<file path="src/rtl/hazard_pkg.sv">
// Shared types and constants for the pipeline hazard scoreboard.
//   hzState_e  : hazard FSM state encoding (also exported on hz_state)
//   FWD_*      : operand-select codes driven on ForwardAE / ForwardBE
package hazard_pkg;

  typedef enum logic [1:0] {
    StIdle    = 2'b00,
    StLdStall = 2'b01,
    StPcDrain = 2'b10
  } hzState_e;

  localparam logic [1:0] FWD_RF = 2'b00;  // operand from register file
  localparam logic [1:0] FWD_W  = 2'b01;  // operand from Writeback result
  localparam logic [1:0] FWD_M  = 2'b10;  // operand from Memory result

endpackage

</file>
<file path="src/rtl/fwd_sel.sv">
// Forwarding select for one Execute-stage source operand.
//   srcE                 : Execute-stage source register address
//   wa3M, wa3W           : Memory / Writeback destination addresses
//   regWriteM, regWriteW : destination valid in M / W
//   fwdSel               : FWD_M, FWD_W or FWD_RF (M has priority over W)
module fwd_sel
  import hazard_pkg::*;
#(
  parameter int unsigned REG_AW   = 3,
  parameter int unsigned ZERO_REG = 0
) (
  input  logic [REG_AW-1:0] srcE,
  input  logic [REG_AW-1:0] wa3M,
  input  logic [REG_AW-1:0] wa3W,
  input  logic              regWriteM,
  input  logic              regWriteW,
  output logic [1:0]        fwdSel
);

  logic srcLive;

  // A hardwired zero register always reads from the register file.
  assign srcLive = !((ZERO_REG != 0) && (srcE == '0));

  always_comb begin
    fwdSel = FWD_RF;
    if (srcLive && regWriteM && (srcE == wa3M)) begin
      fwdSel = FWD_M;
    end else if (srcLive && regWriteW && (srcE == wa3W)) begin
      fwdSel = FWD_W;
    end
  end

endmodule

</file>
<file path="src/rtl/hazard_scoreboard.sv">
// Pipeline hazard unit: operand forwarding, load-use stalls and PC-write drains.
//   clk, rst                  : clock, synchronous active-high reset
//   RA1D, RA2D                : Decode-stage source registers
//   RA1E, RA2E, WA3E          : Execute-stage sources and destination
//   WA3M, WA3W                : Memory / Writeback destinations
//   RegWriteE/M/W             : destination valid per stage
//   MemtoRegE                 : Execute-stage instruction is a load
//   PCWriteD                  : Decode-stage instruction writes the PC
//   BranchTakenE              : branch resolved taken in Execute
//   ForwardAE, ForwardBE      : operand select (00 RF, 01 W, 10 M)
//   StallF, StallD            : hold Fetch / Decode
//   FlushD, FlushE            : bubble Decode / Execute
//   hz_state                  : FSM state (debug)
//   stall_count               : saturating count of StallD cycles since reset
// LOAD_LAT is expected in 1..4.
module hazard_scoreboard
  import hazard_pkg::*;
#(
  parameter int unsigned REG_AW   = 3,
  parameter int unsigned LOAD_LAT = 1,
  parameter int unsigned ZERO_REG = 0,
  parameter int unsigned CNT_W    = 16
) (
  input  logic              clk,
  input  logic              rst,
  input  logic [REG_AW-1:0] RA1D,
  input  logic [REG_AW-1:0] RA2D,
  input  logic [REG_AW-1:0] RA1E,
  input  logic [REG_AW-1:0] RA2E,
  input  logic [REG_AW-1:0] WA3E,
  input  logic [REG_AW-1:0] WA3M,
  input  logic [REG_AW-1:0] WA3W,
  input  logic              RegWriteE,
  input  logic              RegWriteM,
  input  logic              RegWriteW,
  input  logic              MemtoRegE,
  input  logic              PCWriteD,
  input  logic              BranchTakenE,
  output logic [1:0]        ForwardAE,
  output logic [1:0]        ForwardBE,
  output logic              StallF,
  output logic              StallD,
  output logic              FlushD,
  output logic              FlushE,
  output logic [1:0]        hz_state,
  output logic [CNT_W-1:0]  stall_count
);

  // Remaining LD_STALL cycles after the ld_hit cycle, minus one.
  localparam logic [1:0] LatInit = (LOAD_LAT > 1) ? 2'(LOAD_LAT - 2) : 2'd0;

  hzState_e         stateQ, stateD;
  logic [1:0]       latCntQ, latCntD;
  logic [2:0]       pcwQ, pcwD;  // [0]=E, [1]=M, [2]=W
  logic [CNT_W-1:0] stallCntQ, stallCntD;

  logic [1:0] fwdA, fwdB;
  logic       ra1Live, ra2Live;
  logic       ldHit, loadStall, pcWrPending, flushECore;

  fwd_sel #(
    .REG_AW  (REG_AW),
    .ZERO_REG(ZERO_REG)
  ) u_fwd_a (
    .srcE     (RA1E),
    .wa3M     (WA3M),
    .wa3W     (WA3W),
    .regWriteM(RegWriteM),
    .regWriteW(RegWriteW),
    .fwdSel   (fwdA)
  );

  fwd_sel #(
    .REG_AW  (REG_AW),
    .ZERO_REG(ZERO_REG)
  ) u_fwd_b (
    .srcE     (RA2E),
    .wa3M     (WA3M),
    .wa3W     (WA3W),
    .regWriteM(RegWriteM),
    .regWriteW(RegWriteW),
    .fwdSel   (fwdB)
  );

  // A hardwired zero register never creates a load-use dependency.
  assign ra1Live = !((ZERO_REG != 0) && (RA1D == '0));
  assign ra2Live = !((ZERO_REG != 0) && (RA2D == '0));

  assign ldHit = (stateQ == StIdle) && MemtoRegE && RegWriteE &&
                 ((ra1Live && (RA1D == WA3E)) || (ra2Live && (RA2D == WA3E)));

  assign loadStall   = ldHit || (stateQ == StLdStall);
  assign pcWrPending = PCWriteD | pcwQ[0] | pcwQ[1];
  assign flushECore  = loadStall | BranchTakenE;

  // Reset forces a safe pipeline: nothing stalled, D and E flushed, no forwarding.
  assign ForwardAE   = rst ? FWD_RF : fwdA;
  assign ForwardBE   = rst ? FWD_RF : fwdB;
  assign StallF      = !rst && (loadStall || pcWrPending);
  assign StallD      = !rst && loadStall;
  assign FlushE      = rst || flushECore;
  assign FlushD      = rst || pcWrPending || pcwQ[2] || BranchTakenE;
  assign hz_state    = stateQ;
  assign stall_count = stallCntQ;

  always_comb begin
    stateD  = stateQ;
    latCntD = latCntQ;
    // A PC-writing instruction squashed out of E never starts a drain.
    pcwD    = {pcwQ[1], pcwQ[0], PCWriteD && !flushECore};

    unique case (stateQ)
      StIdle, StPcDrain: begin
        if (ldHit && (LOAD_LAT > 1)) begin
          stateD  = StLdStall;
          latCntD = LatInit;
        end else begin
          stateD = (pcwD != 3'b000) ? StPcDrain : StIdle;
        end
      end
      StLdStall: begin
        if (latCntQ == 2'd0) begin
          stateD = (pcwD != 3'b000) ? StPcDrain : StIdle;
        end else begin
          latCntD = latCntQ - 2'd1;
        end
      end
      default: stateD = StIdle;
    endcase
  end

  always_comb begin
    stallCntD = stallCntQ;
    if (loadStall && (stallCntQ != '1)) begin
      stallCntD = stallCntQ + 1'b1;
    end
  end

  always_ff @(posedge clk) begin
    if (rst) begin
      stateQ    <= StIdle;
      latCntQ   <= 2'd0;
      pcwQ      <= 3'b000;
      stallCntQ <= '0;
    end else begin
      stateQ    <= stateD;
      latCntQ   <= latCntD;
      pcwQ      <= pcwD;
      stallCntQ <= stallCntD;
    end
  end

endmodule
</file>
<file path="config.mk">
export PLATFORM = sky130hd
export DESIGN_NAME = hazard_scoreboard
export DESIGN_NICKNAME = d
export VERILOG_FILES = /design/src/rtl/hazard_pkg.sv /design/src/rtl/fwd_sel.sv /design/src/rtl/hazard_scoreboard.sv
export SDC_FILE = /design/constraint.sdc
export NUM_CORES = 1
export LEC_CHECK = 0
export BUFFER_PORTS_ARGS = -buffer_cell sky130_fd_sc_hd__buf_2
export CORE_ASPECT_RATIO = 0.8
export CORE_MARGIN = 1
export CORE_UTILIZATION = 25
export CTS_CLUSTER_DIAMETER = 40
export CTS_CLUSTER_SIZE = 25
export DETAILED_ROUTE_END_ITERATION = 10
export SKIP_LAST_GASP = 1
export SYNTH_ARGS = -nofsm -noshare
export SYNTH_HDL_FRONTEND = slang
export SYNTH_SLANG_ARGS = --single-unit
</file>
<file path="constraint.sdc">
create_clock -name clk -period 2.4 [get_ports clk]
set_input_delay 0.72 -clock clk [delete_from_list [all_inputs] [get_ports clk]]
set_output_delay 0.72 -clock clk [all_outputs]
set_load 0.02 [all_outputs]
</file>
; ---- Yosys cells after proc, flatten, opt, wreduce, memory -nomap -nowiden
; Cells that the tools add are included.
[totals]
register_bits = 23
latchBits = 0
mem_bits_rw = 0
rom_bits = 0
out_inout_bits = 26
n_memories = 0
[op_classes]
n_addsub = 2
n_mul = 0
div = 0
order_cmp = 0
eq_ne = 10
shift = 0
muxes = 9
bitwise = 4
reduce_logical = 25
[ops]
columns = cell, n
row1 = 3-bit == test, 6
row2 = "16-bit by 1-bit adder with 16-bit output, second input constant", 1
row3 = "16-bit != test, second input constant", 1
row4 = 2-bit 2-to-1 mux, 6
row5 = 1-bit logical AND, 11
row6 = 1-bit logical OR, 7
row7 = 2-bit zero test, 2
row8 = 2-bit case mux with 2 select lines, 1
row9 = 1-bit OR, 3
row10 = 3-bit nonzero test, 1
row11 = "2-bit by 1-bit == test with 1-bit output, second input constant", 1
row12 = "2-bit == test, second input constant", 1
row13 = 1-bit zero test, 2
row14 = 1-bit 2-to-1 mux, 2
row15 = "2-bit by 1-bit != test with 1-bit output, second input constant", 1
row16 = 2-bit AND reduction, 1
row17 = 2-bit OR reduction, 1
row18 = "2-bit by 1-bit subtractor with 2-bit output, second input constant", 1
row19 = 1-bit NOT, 1

; ---- Longest topological paths before layout
; Gate-level depths: netlist of the first run.
[depth]
word_depth = 12
mapped_depth = 7
mapped_depth_nobuf = 6

; ---- By module
; A second synthesis of the first run with hierarchy kept.
[hier_totals]
hier_cells = 150
hier_area_um2 = 1243.7
[by_module_without_submodules]
columns = module, instances, cells_per_inst, area_per_inst_um2, seq_area_each_um2
row1 = hazard_scoreboard, 1, 132, 1091.0, 400.4
row2 = fwd_sel, 2, 9, 76.3, 0.0

; ---- Least setup slack after synthesis of the first run
; Ideal clock, no wire load.
[synth_path]
path_kind = in2out
from = input port WA3E[1]
to = output port StallF
arrival_ps = 1953
required_time_ps = 1680
setup_slack_ps = -273
stages = 6
path_buffers = 2
path_cell_list = xor2_1 nor4_1 nor2_1 buf_2 buf_2 a21oi_1
[synth_between]
elab_chain_cells = 6
[synth_lines]
columns = item, line
row1 = "start, declared", hazard_scoreboard.sv:30  ; input logic [REG_AW-1:0] WA3E,
row2 = 3-bit == test, hazard_scoreboard.sv:90  ; ((ra1Live && (RA1D == WA3E)) || (ra2Live && (RA2D == WA3E)));
row3 = 1-bit logical OR (*), hazard_scoreboard.sv:90
row4 = 1-bit logical AND (*), hazard_scoreboard.sv:89  ; assign ldHit = (stateQ == StIdle) && MemtoRegE && RegWriteE &&
row5 = 1-bit logical OR (*), hazard_scoreboard.sv:92  ; assign loadStall = ldHit || (stateQ == StLdStall);
row6 = 1-bit logical OR (*), hazard_scoreboard.sv:99  ; assign StallF = !rst && (loadStall || pcWrPending);
row7 = 1-bit logical AND (*), hazard_scoreboard.sv:99
row8 = "end, declared", hazard_scoreboard.sv:41  ; output logic StallF,
; Mark *: on every way between the ends. The rest lies on a longest branch, timed or not.

; ---- Worst setup path after layout of the first run
[layout_path]
from = input port RA2D[0]
to = output port StallF
[layout_between]
elab_chain_cells = 6
[layout_lines]
columns = item, line
row1 = "start, declared", hazard_scoreboard.sv:27  ; input logic [REG_AW-1:0] RA2D,
row2 = 3-bit == test, hazard_scoreboard.sv:90
row3 = 1-bit logical OR, hazard_scoreboard.sv:90
row4 = 1-bit logical AND, hazard_scoreboard.sv:89
row5 = 1-bit logical OR, hazard_scoreboard.sv:92
row6 = 1-bit logical OR, hazard_scoreboard.sv:99
row7 = 1-bit logical AND, hazard_scoreboard.sv:99
; Every way passes these cells.

==> results.ini, run 1 <==
[final_layout]
drive_gt1_share_pct = 37.6
area_growth_pct = 38.5
nets = 241
finish.utilization_pct = 37.2
fillers = 490
antenna_cells = 0

[critical_path]
worst_setup_path_start_kind = input port
cp.arrival_ns = 1.66
critPathMaxFanout = 4
path_class = in2out
worstPathRequired_ns = 1.68
end_kind = primary output

[global_route]
antenna_found_initial = 0
gr-total-overflow = 0
grt_max_degree = 30
grt_pass1_vias = 1151
grtUsageTotal_pct = 12.4
grt_pass1_wl_um = 5160

[power]
vdd_ir_drop_max_mv = 0.203
power_density_mw_per_mm2 = 411
p_leak_nw = 0.718

[sta]
rsz0062_at_grt = true
finalWorstSetupSlack_ns = 0.0230
setup_violations = 0
finalMaxSlewViolations = 0
max_freq_mhz = 421
finalClockSkew_ns = 0.00225
final_hold_viol_count = 0
finalCriticalPeriod_ns = 2.38
period_share_pct = 99.0

[clock_tree]
numCtsBuffers = 3
ctsHtreeMaxLevel = 1
root_buffer = clkbuf_8
cts_tree = done
clock_path_buffers = 2
cts.sinks = 20
clk_pin_slew_ns = 0.07
clk_latency_ns = 0.26

[synth]
netlist.area_leader.share_pct = 31.3
synth-seq-cells = 20
yosysMostFrequentCell = dfxtp_1
async_flop_share_pct = 0
syn_nets = 182
synth_ff_type = dfxtp_1
syn_area_per_cell_sq_um = 8.42
synth_edf_count = 0
yosysTopAreaCell = dfxtp_1
synthDistinctLibCells = 39
yosys-top-cells-count = dfxtp_1, a21oi_1, xor2_1, nand2_1, nor2_1
syn_inst = 152
synth_area_leaders = dfxtp_1, xor2_1, a21oi_1
synth_area_sq_mm = 0.00128
synth_warnings = 0
seq_area_frac_synth_pct = 31.3

[floorplanning]
initial_utilization_pct = 26.9
io_pins = 55
fp.dieArea_sq_mm = 0.00541
die_w_um = 82
row_count = 22
dieHeight_um = 66
coreArea_sq_mm = 0.00476

[place]
portBuffers = 53
hpwlAfterDp_um = 2410
place_worst_setup_slack_ns = -0.0735
place_congestion = 0.819

[outcome]
run_status = completed

[route]
ant_nets = 0
drt-total-wl_um = 3120
viasPerCell = 4.94
num_vias = 1333
drt_iter0_markers = 56
drtPass1Iterations = 4
wl_per_cell_um = 11.6
drc = 0

[hold_path]
hp-class = reg2reg

[flow_run]
maxCapViolCount = 0

-- cells in the final DEF (no fill, tap or decap), drive strengths merged, types with 5 or more instances in the layout --
master	netlist	layout
inv	5	5
buf	6	62
nor2	8	8
dfxtp	20	20
o41ai	6	6
or4	7	7
a21oi	14	14
nand2	9	9
o31ai	6	6
xor2	12	12
xnor2	6	6
nand4	8	8
-- worst max-delay path, cell delays in order --
cell,delay [ns]
buf_6,0.09
xor2_2,0.16
nor4_2,0.29
nor2_2,0.12
a21oi_4,0.14
buf_6,0.13
-- cell type report --
| type | instances | area [sq um] | area share [%] |
|---|---|---|---|
| multi-input cells | 119 | 860 | 48.5 |
| flip-flops and latches | 20 | 400 | 22.6 |
| repair buffers | 62 | 364 | 20.5 |
| well taps | 60 | 75.1 | 4.23 |
| clock buffers | 4 | 55.1 | 3.11 |
| inverters | 5 | 18.8 | 1.06 |
-- through the flow --
stage,cell area (sq um),setup TNS [ns],hold slack (ns),instances,total power [mW]
4_1_cts,1750,-0.0412,0.482,270,0.736
5_1_grt,1770,-0.0715,0.509,270,0.767
6_report,1770,0,0.482,270,0.729
3_5_place_dp,1660,-0.382,0.477,265,0.464
3_3_place_gp,1660,-0.0927,0.468,265,0.464
2_1_floorplan,1310,-0.0900,0.456,152,0.413
-- kinds of logic (layout without fill, tap and decap cells) --
logic type	count (synthesis)	after routing	synth area share, %
simple gates	65	65	31.8
other cells	1	1	0.293
flops	20	20	31.3
xor+xnor	18	18	12.3
buf+inv	13	71	4.79
fa+ha+maj	1	1	0.977
mux	1	1	0.782
compound gates	33	33	17.8
-- timing repair --
| item | in CTS | in global routing |
|---|---|---|
| pin swaps | 4 | 4 |
| resized for setup | 5 | 5 |
| hold buffers | 0 | 0 |
| setup endpoints to repair | 3 | 3 |
| setup buffers | 1 | 0 |
| cloned | 0 | 0 |
-- worst paths after layout --
path,slack [ns],cells past startpoint,to,from
setup reg to reg,0.33,7,stall_count[9]$_SDFFE_PP0P_,hz_state[1]$_SDFF_PP0_
hold reg to reg,0.48,1,pcwQ[1]$_SDFF_PP0_,pcwQ[0]$_SDFF_PP0_
hold / removal,0.48,1,pcwQ[1]$_SDFF_PP0_,pcwQ[0]$_SDFF_PP0_
setup / recovery,0.02,6,StallF,RA2D[0]
-- registers in the layout, summed over array words and instances, names as in the netlist --
signal,flops
stall_count,16
pcwQ,3
hz_state,1
-- per-layer routing --
| layer | GRT usage, % | up-vias | routed length [um] |
|---|---|---|---|
| met3 | 3.31 | 5 | 159 |
| met4 | 4.61 | 0 | 40 |
| li1 | - | 688 | - |
| met5 | 0 | - | 0 |
| met2 | 19.8 | 37 | 1400 |
| met1 | 15.8 | 603 | 1520 |
-- where the power goes --
group / switching [mW] / internal [mW]
sequential: 0.00273 / 0.335
clock: 0.117 / 0.146
combinational: 0.0667 / 0.0614
Power figures use the tool's default switching activity.
==> run 2, diff against run 1 <==
--- a/config.mk
+++ b/config.mk
@@ -8,10 +8,11 @@
 export BUFFER_PORTS_ARGS = -buffer_cell sky130_fd_sc_hd__buf_2
 export CORE_ASPECT_RATIO = 0.8
 export CORE_MARGIN = 1
-export CORE_UTILIZATION = 25
+export CORE_UTILIZATION = 42
 export CTS_CLUSTER_DIAMETER = 40
 export CTS_CLUSTER_SIZE = 25
 export DETAILED_ROUTE_END_ITERATION = 10
+export PLACE_DENSITY = 0.75
 export SKIP_LAST_GASP = 1
 export SYNTH_ARGS = -nofsm -noshare
 export SYNTH_HDL_FRONTEND = slang
==> run 2 against run 1 <==
The flow now finishes with violations (negative setup slack). Die area decreased by 40%. First-iteration DRC count is 13% lower. Register-to-register slack got worse by 0.03 ns. Largest cell class unchanged.
==> results.ini, run 2 (synthesized netlist as in run 1, its figures left out) <==
[outcome]
run_status = complete, but fails checks  ; was completed
violations = negative setup slack

[sta]
finalClockSkew_ns = 0.00298  ; was 0.00225 ns
final_hold_viol_count = 0  ; unchanged
finalCriticalPeriod_ns = 2.43  ; was 2.38 ns
period_share_pct = 101  ; was 99.0%
finalWorstSetupSlack_ns = -0.0346  ; was 0.0230 ns
finalMaxSlewViolations = 0  ; unchanged
max_freq_mhz = 411  ; was 421 MHz
tns_ns = -0.0346  ; was 0 ns
rsz0062_at_grt = true  ; unchanged
hold_slack_ns = 0.492  ; was 0.482 ns
setup_violations = 1  ; was 0

[floorplanning]
coreArea_sq_mm = 0.00283  ; was 0.00476 sq mm
dieHeight_um = 51.4  ; was 66 um
row_count = 17  ; was 22
io_pins = 55  ; unchanged
initial_utilization_pct = 45.2  ; was 26.9%
fp.dieArea_sq_mm = 0.00327  ; was 0.00541 sq mm
die_w_um = 63.7  ; was 82 um

[final_layout]
area_growth_pct = 41.7  ; was 38.5%
mostFrequentLayoutCell = buf_2  ; unchanged
nets = 244  ; was 241
fillers = 229  ; was 490
layout_common_cells = buf_2, dfxtp_1, a21oi_1, buf_4, nand2_1  ; was buf_2, dfxtp_1, a21oi_1, xor2_1
largest_register_ffs = 16  ; unchanged
finish.utilization_pct = 64.1  ; was 37.2%
antenna_cells = 0  ; unchanged
multiInputGateArea_sq_um = 910  ; was 860 sq um
finalNonFillerCells = 250  ; was 270
drive_gt1_share_pct = 40.1  ; was 37.6%
regArea_sq_um = 400  ; unchanged
design_area_sq_mm = 0.00181  ; was 0.00177 sq mm

[global_route]
antenna_found_initial = 0  ; unchanged
gr-total-overflow = 0  ; unchanged
grt_pass1_vias = 1287  ; was 1151
grtUsageTotal_pct = 22.0  ; was 12.4%
grt_max_degree = 27  ; was 30
grt_pass1_wl_um = 5640  ; was 5160 um

[critical_path]
worstPathRequired_ns = 1.68  ; about the same
end_kind = primary output  ; unchanged
path_class = in2out  ; unchanged
cp.arrival_ns = 1.71  ; was 1.66 ns
critPathMaxFanout = 5  ; was 4
worst_setup_path_start_kind = input port  ; unchanged
rr_worst_depth = 8  ; was 7

[route]
drt_iter0_markers = 49  ; was 56
ant_nets = 0  ; unchanged
drtPass1Iterations = 4  ; unchanged
viasPerCell = 5.62  ; was 4.94
drt-total-wl_um = 3430  ; was 3120 um
num_vias = 1406  ; was 1333
wl_per_cell_um = 13.7  ; was 11.6 um
drc = 0  ; unchanged

[place]
place_worst_setup_slack_ns = -0.104  ; was -0.0735 ns
placed_area_sq_mm = 0.00164  ; was 0.00166 sq mm
dpl.cell_count = 244  ; was 265
hpwlAfterDp_um = 2490  ; was 2410 um
place_congestion = 0.873  ; was 0.819
portBuffers = 53  ; unchanged

[clock_tree]
clock_path_buffers = 2  ; unchanged
cts_tree = done  ; unchanged
clk_pin_slew_ns = 0.07  ; about the same
root_buffer = clkbuf_8  ; unchanged
clk_latency_ns = 0.26  ; about the same
numCtsBuffers = 3  ; unchanged
ctsHoldBuffers = 0  ; unchanged
cts.sinks = 20  ; unchanged
ctsHtreeMaxLevel = 1  ; unchanged

[power]
p_leak_nw = 0.738  ; was 0.718 nW
vdd_ir_drop_max_mv = 0.302  ; was 0.203 mV
power_density_mw_per_mm2 = 390  ; was 411 mW/mm^2
total_power_uw = 708  ; was 729 uW

[hold_path]
min_path_cells = 1  ; unchanged
hp-class = reg2reg  ; unchanged

[flow_run]
maxCapViolCount = 0  ; unchanged

run 2: path summary, 6_finish.rpt:
path | to | startpoint | slack [ns]
worst min register to register | pcwQ[1]$_SDFF_PP0_ | pcwQ[0]$_SDFF_PP0_ | 0.49
worst max register to register | stall_count[10]$_SDFFE_PP0P_ | hz_state[1]$_SDFF_PP0_ | 0.30
worst min-delay path | pcwQ[1]$_SDFF_PP0_ | pcwQ[0]$_SDFF_PP0_ | 0.49
worst max-delay path | StallF | RA2D[0] | -0.03
run 2: worst max-delay path, stage by stage:
cell and delay (ns):
buf_6 0.10, xor2_2 0.18, nor4_4 0.33, nor2_4 0.10
a21oi_4 0.16, buf_6 0.13
run 2: metal layers:
layer	GRT usage (%)	routed length, um
met1	25.1	1440
met2	41.3	1800
met3	5.80	146
met4	4.55	52
met5	0	0
run 2: area by class of cell:
class                   instances  share of cell area (%)
inverters                       5                    1.03
flip-flops and latches         20                    22.1
well taps                      38                    2.62
clock buffers                   3                    2.28
repair buffers                 65                    21.9
multi-input cells             119                    50.1
run 2: what timing repair did:
| action | in CTS | in global routing |
|---|---|---|
| pin swaps | 4 | 8 |
| setup buffers | 1 | 2 |
| gates resized for setup | 8 | 13 |
| endpoints found under the setup margin | 3 | 5 |
run 2: power breakdown:
group	internal, mW	switching [mW]
clock	0.112	0.110
combinational	0.0687	0.0793
sequential	0.335	0.00276
==> run 3, diff against run 2 <==
--- a/config.mk
+++ b/config.mk
@@ -8,11 +8,11 @@
 export BUFFER_PORTS_ARGS = -buffer_cell sky130_fd_sc_hd__buf_2
 export CORE_ASPECT_RATIO = 0.8
 export CORE_MARGIN = 1
-export CORE_UTILIZATION = 42
+export CORE_UTILIZATION = 51
 export CTS_CLUSTER_DIAMETER = 40
 export CTS_CLUSTER_SIZE = 25
 export DETAILED_ROUTE_END_ITERATION = 10
-export PLACE_DENSITY = 0.75
+export PLACE_DENSITY = 0.85
 export SKIP_LAST_GASP = 1
 export SYNTH_ARGS = -nofsm -noshare
 export SYNTH_HDL_FRONTEND = slang
==> constraint.sdc (replaced) <==
create_clock -name clk -period 2.9 [get_ports clk]
set_input_delay 0.435 -clock clk [delete_from_list [all_inputs] [get_ports clk]]
set_output_delay 0.435 -clock clk [all_outputs]
set_load 0.02 [all_outputs]
==> run 3 against run 2 <==
Worst hold slack worse by 0.094 ns. Clock skew is 0.013 ns higher. Largest power group unchanged. The flow finishes with violations (design-rule violations). Power is 24% lower. Routed wire length is 3.6% lower.
==> results.ini, run 3 (synthesized netlist as in run 1, its figures left out) <==
[outcome]
run_status = complete, but fails checks  ; unchanged
violations = design-rule violations  ; was negative setup slack

[final_layout]
finish.utilization_pct = 70.5  ; was 64.1%
fillers = 188  ; was 229
area_growth_pct = 24.0  ; was 41.7%
finalNonFillerCells = 228  ; was 250
mostFrequentLayoutCell = buf_2  ; unchanged
nets = 234  ; was 244
drive_gt1_share_pct = 33.0  ; was 40.1%
antenna_cells = 0  ; unchanged
layout_common_cells = buf_2, dfxtp_1, a21oi_1, xor2_1, nand2_1  ; was buf_2, dfxtp_1, a21oi_1, buf_4, nand2_1
design_area_sq_mm = 0.00159  ; was 0.00181 sq mm
largest_register_ffs = 16  ; unchanged

[sta]
finalMaxSlewViolations = 0  ; unchanged
hold_slack_ns = 0.398  ; was 0.492 ns
period_share_pct = 78.3
max_freq_mhz = 440
finalClockSkew_ns = 0.0155  ; was 0.00298 ns
finalCriticalPeriod_ns = 2.27
rsz0062_at_grt = false  ; was true
finalWorstSetupSlack_ns = 0.628  ; was -0.0346 ns
worst_slew_pin_slew_ns = 0.773
setup_violations = 0  ; was 1
tns_ns = 0  ; was -0.0346 ns
final_hold_viol_count = 0  ; unchanged
slew_headroom_pct = 48.1

[route]
drt-total-wl_um = 3310  ; was 3430 um
num_vias = 1420  ; was 1406
drt_iter0_markers = 91  ; was 49
drtPass1Iterations = 7  ; was 4
drc = 2  ; was 0
wl_per_cell_um = 14.5  ; was 13.7 um
ant_nets = 0  ; unchanged
viasPerCell = 6.23  ; was 5.62

[floorplanning]
io_pins = 55  ; unchanged
row_count = 15  ; was 17
coreArea_sq_mm = 0.00225  ; was 0.00283 sq mm
initial_utilization_pct = 56.8  ; was 45.2%
die_w_um = 58.0  ; was 63.7 um
dieHeight_um = 46.8  ; was 51.4 um
fp.dieArea_sq_mm = 0.00272  ; was 0.00327 sq mm

[power]
power_density_mw_per_mm2 = 337  ; was 390 mW/mm^2
clkPwrFrac_pct = 30.7  ; was 31.4%
switching_share_pct = 26.4  ; was 27.1%
p_int_uw = 394  ; was 516 uW
vdd_ir_drop_max_mv = 0.344  ; was 0.302 mV
switchingPower_uw = 141  ; was 192 uW
total_power_uw = 535  ; was 708 uW
p_leak_nw = 0.664  ; was 0.738 nW
pwr-share-comb_pct = 17.0  ; was 20.9%
pwr-share-seq_pct = 52.3  ; was 47.7%

[global_route]
grtUsageTotal_pct = 25.0  ; was 22.0%
grt_max_degree = 22  ; was 27
grt_pass1_wl_um = 5100  ; was 5640 um
antenna_found_initial = 0  ; unchanged
gr-total-overflow = 0  ; unchanged
grt_pass1_vias = 1224  ; was 1287

[critical_path]
worst_setup_path_start_kind = register  ; was input port
critPathMaxFanout = 21  ; was 5
end_kind = primary output  ; unchanged
worstPathRequired_ns = 2.47  ; was 1.68 ns
path_class = reg2out  ; was in2out
cp.arrival_ns = 1.84  ; was 1.71 ns

[place]
place_congestion = 0.803  ; was 0.873
hpwlAfterDp_um = 2520  ; was 2490 um
dpl.cell_count = 224  ; was 244
portBuffers = 53  ; unchanged
place_worst_setup_slack_ns = 0.562  ; was -0.104 ns
placed_area_sq_mm = 0.00155  ; was 0.00164 sq mm

[clock_tree]
clk_latency_ns = 0.31  ; was 0.26 ns
ctsHoldBuffers = 0  ; unchanged
root_buffer = clkbuf_4  ; was clkbuf_8
cts_setup_buffers = 0  ; was 1
cts_resized = 0  ; was 8
clock_path_buffers = 2  ; unchanged
clk_pin_slew_ns = 0.10  ; was 0.07 ns
cts.sinks = 20  ; unchanged
ctsHtreeMaxLevel = 1  ; unchanged
cts_tree = done  ; unchanged
numCtsBuffers = 3  ; unchanged

[flow_run]
maxCapViolCount = 0  ; unchanged

[hold_path]
hp-class = in2reg  ; was reg2reg

## run 3: path summary, 6_finish.rpt
| kind | start | endpoint | slack (ns) | depth (start not counted) |
|---|---|---|---|---|
| max | hz_state[1]$_SDFF_PP0_ | StallF | 0.63 | 5 |
| min | PCWriteD | pcwQ[0]$_SDFF_PP0_ | 0.40 | 2 |
| max reg2reg | stall_count[0]$_SDFFE_PP0P_ | stall_count[12]$_SDFFE_PP0P_ | 0.66 | 7 |
| min reg2reg | pcwQ[0]$_SDFF_PP0_ | pcwQ[1]$_SDFF_PP0_ | 0.50 | 1 |
## run 3: worst max-delay path: stages, from the launching register on
cell	delay (ns)
dfxtp_1	0.32
nand3b_1	0.18
nor4_1	0.42
nor2_2	0.25
a21oi_1	0.19
buf_2	0.18
## run 3: routing by layer
metal	share of wire [%]	track usage [%]	wire length [um]	vias up
li1	-	-	-	685
met1	40	28.6	1310	654
met2	52	45.7	1720	77
met3	7.8	7.16	259	4
met4	0.69	9.05	23	0
met5	0	0	0	-
## run 3: power by group through the flow
stage	combinational, mW	sequential (mW)	clock, mW
2_1_floorplan	0.0493	0.288	0
5_1_grt	0.0989	0.280	0.178
6_report	0.0910	0.280	0.164
4_1_cts	0.0907	0.280	0.166
3_5_place_dp	0.0903	0.286	0
3_3_place_gp	0.0853	0.286	0
## run 3: cell type report
cell class / count / area (sq um) / share of cell area [%]
Inverter: 5 / 18.8 / 1.18
Timing Repair Buffer: 55 / 280 / 17.7
Clock buffer: 4 / 36.3 / 2.29
Tap cell: 25 / 31.3 / 1.97
Sequential cell: 20 / 400 / 25.2
Multi-Input combinational cell: 119 / 821 / 51.7
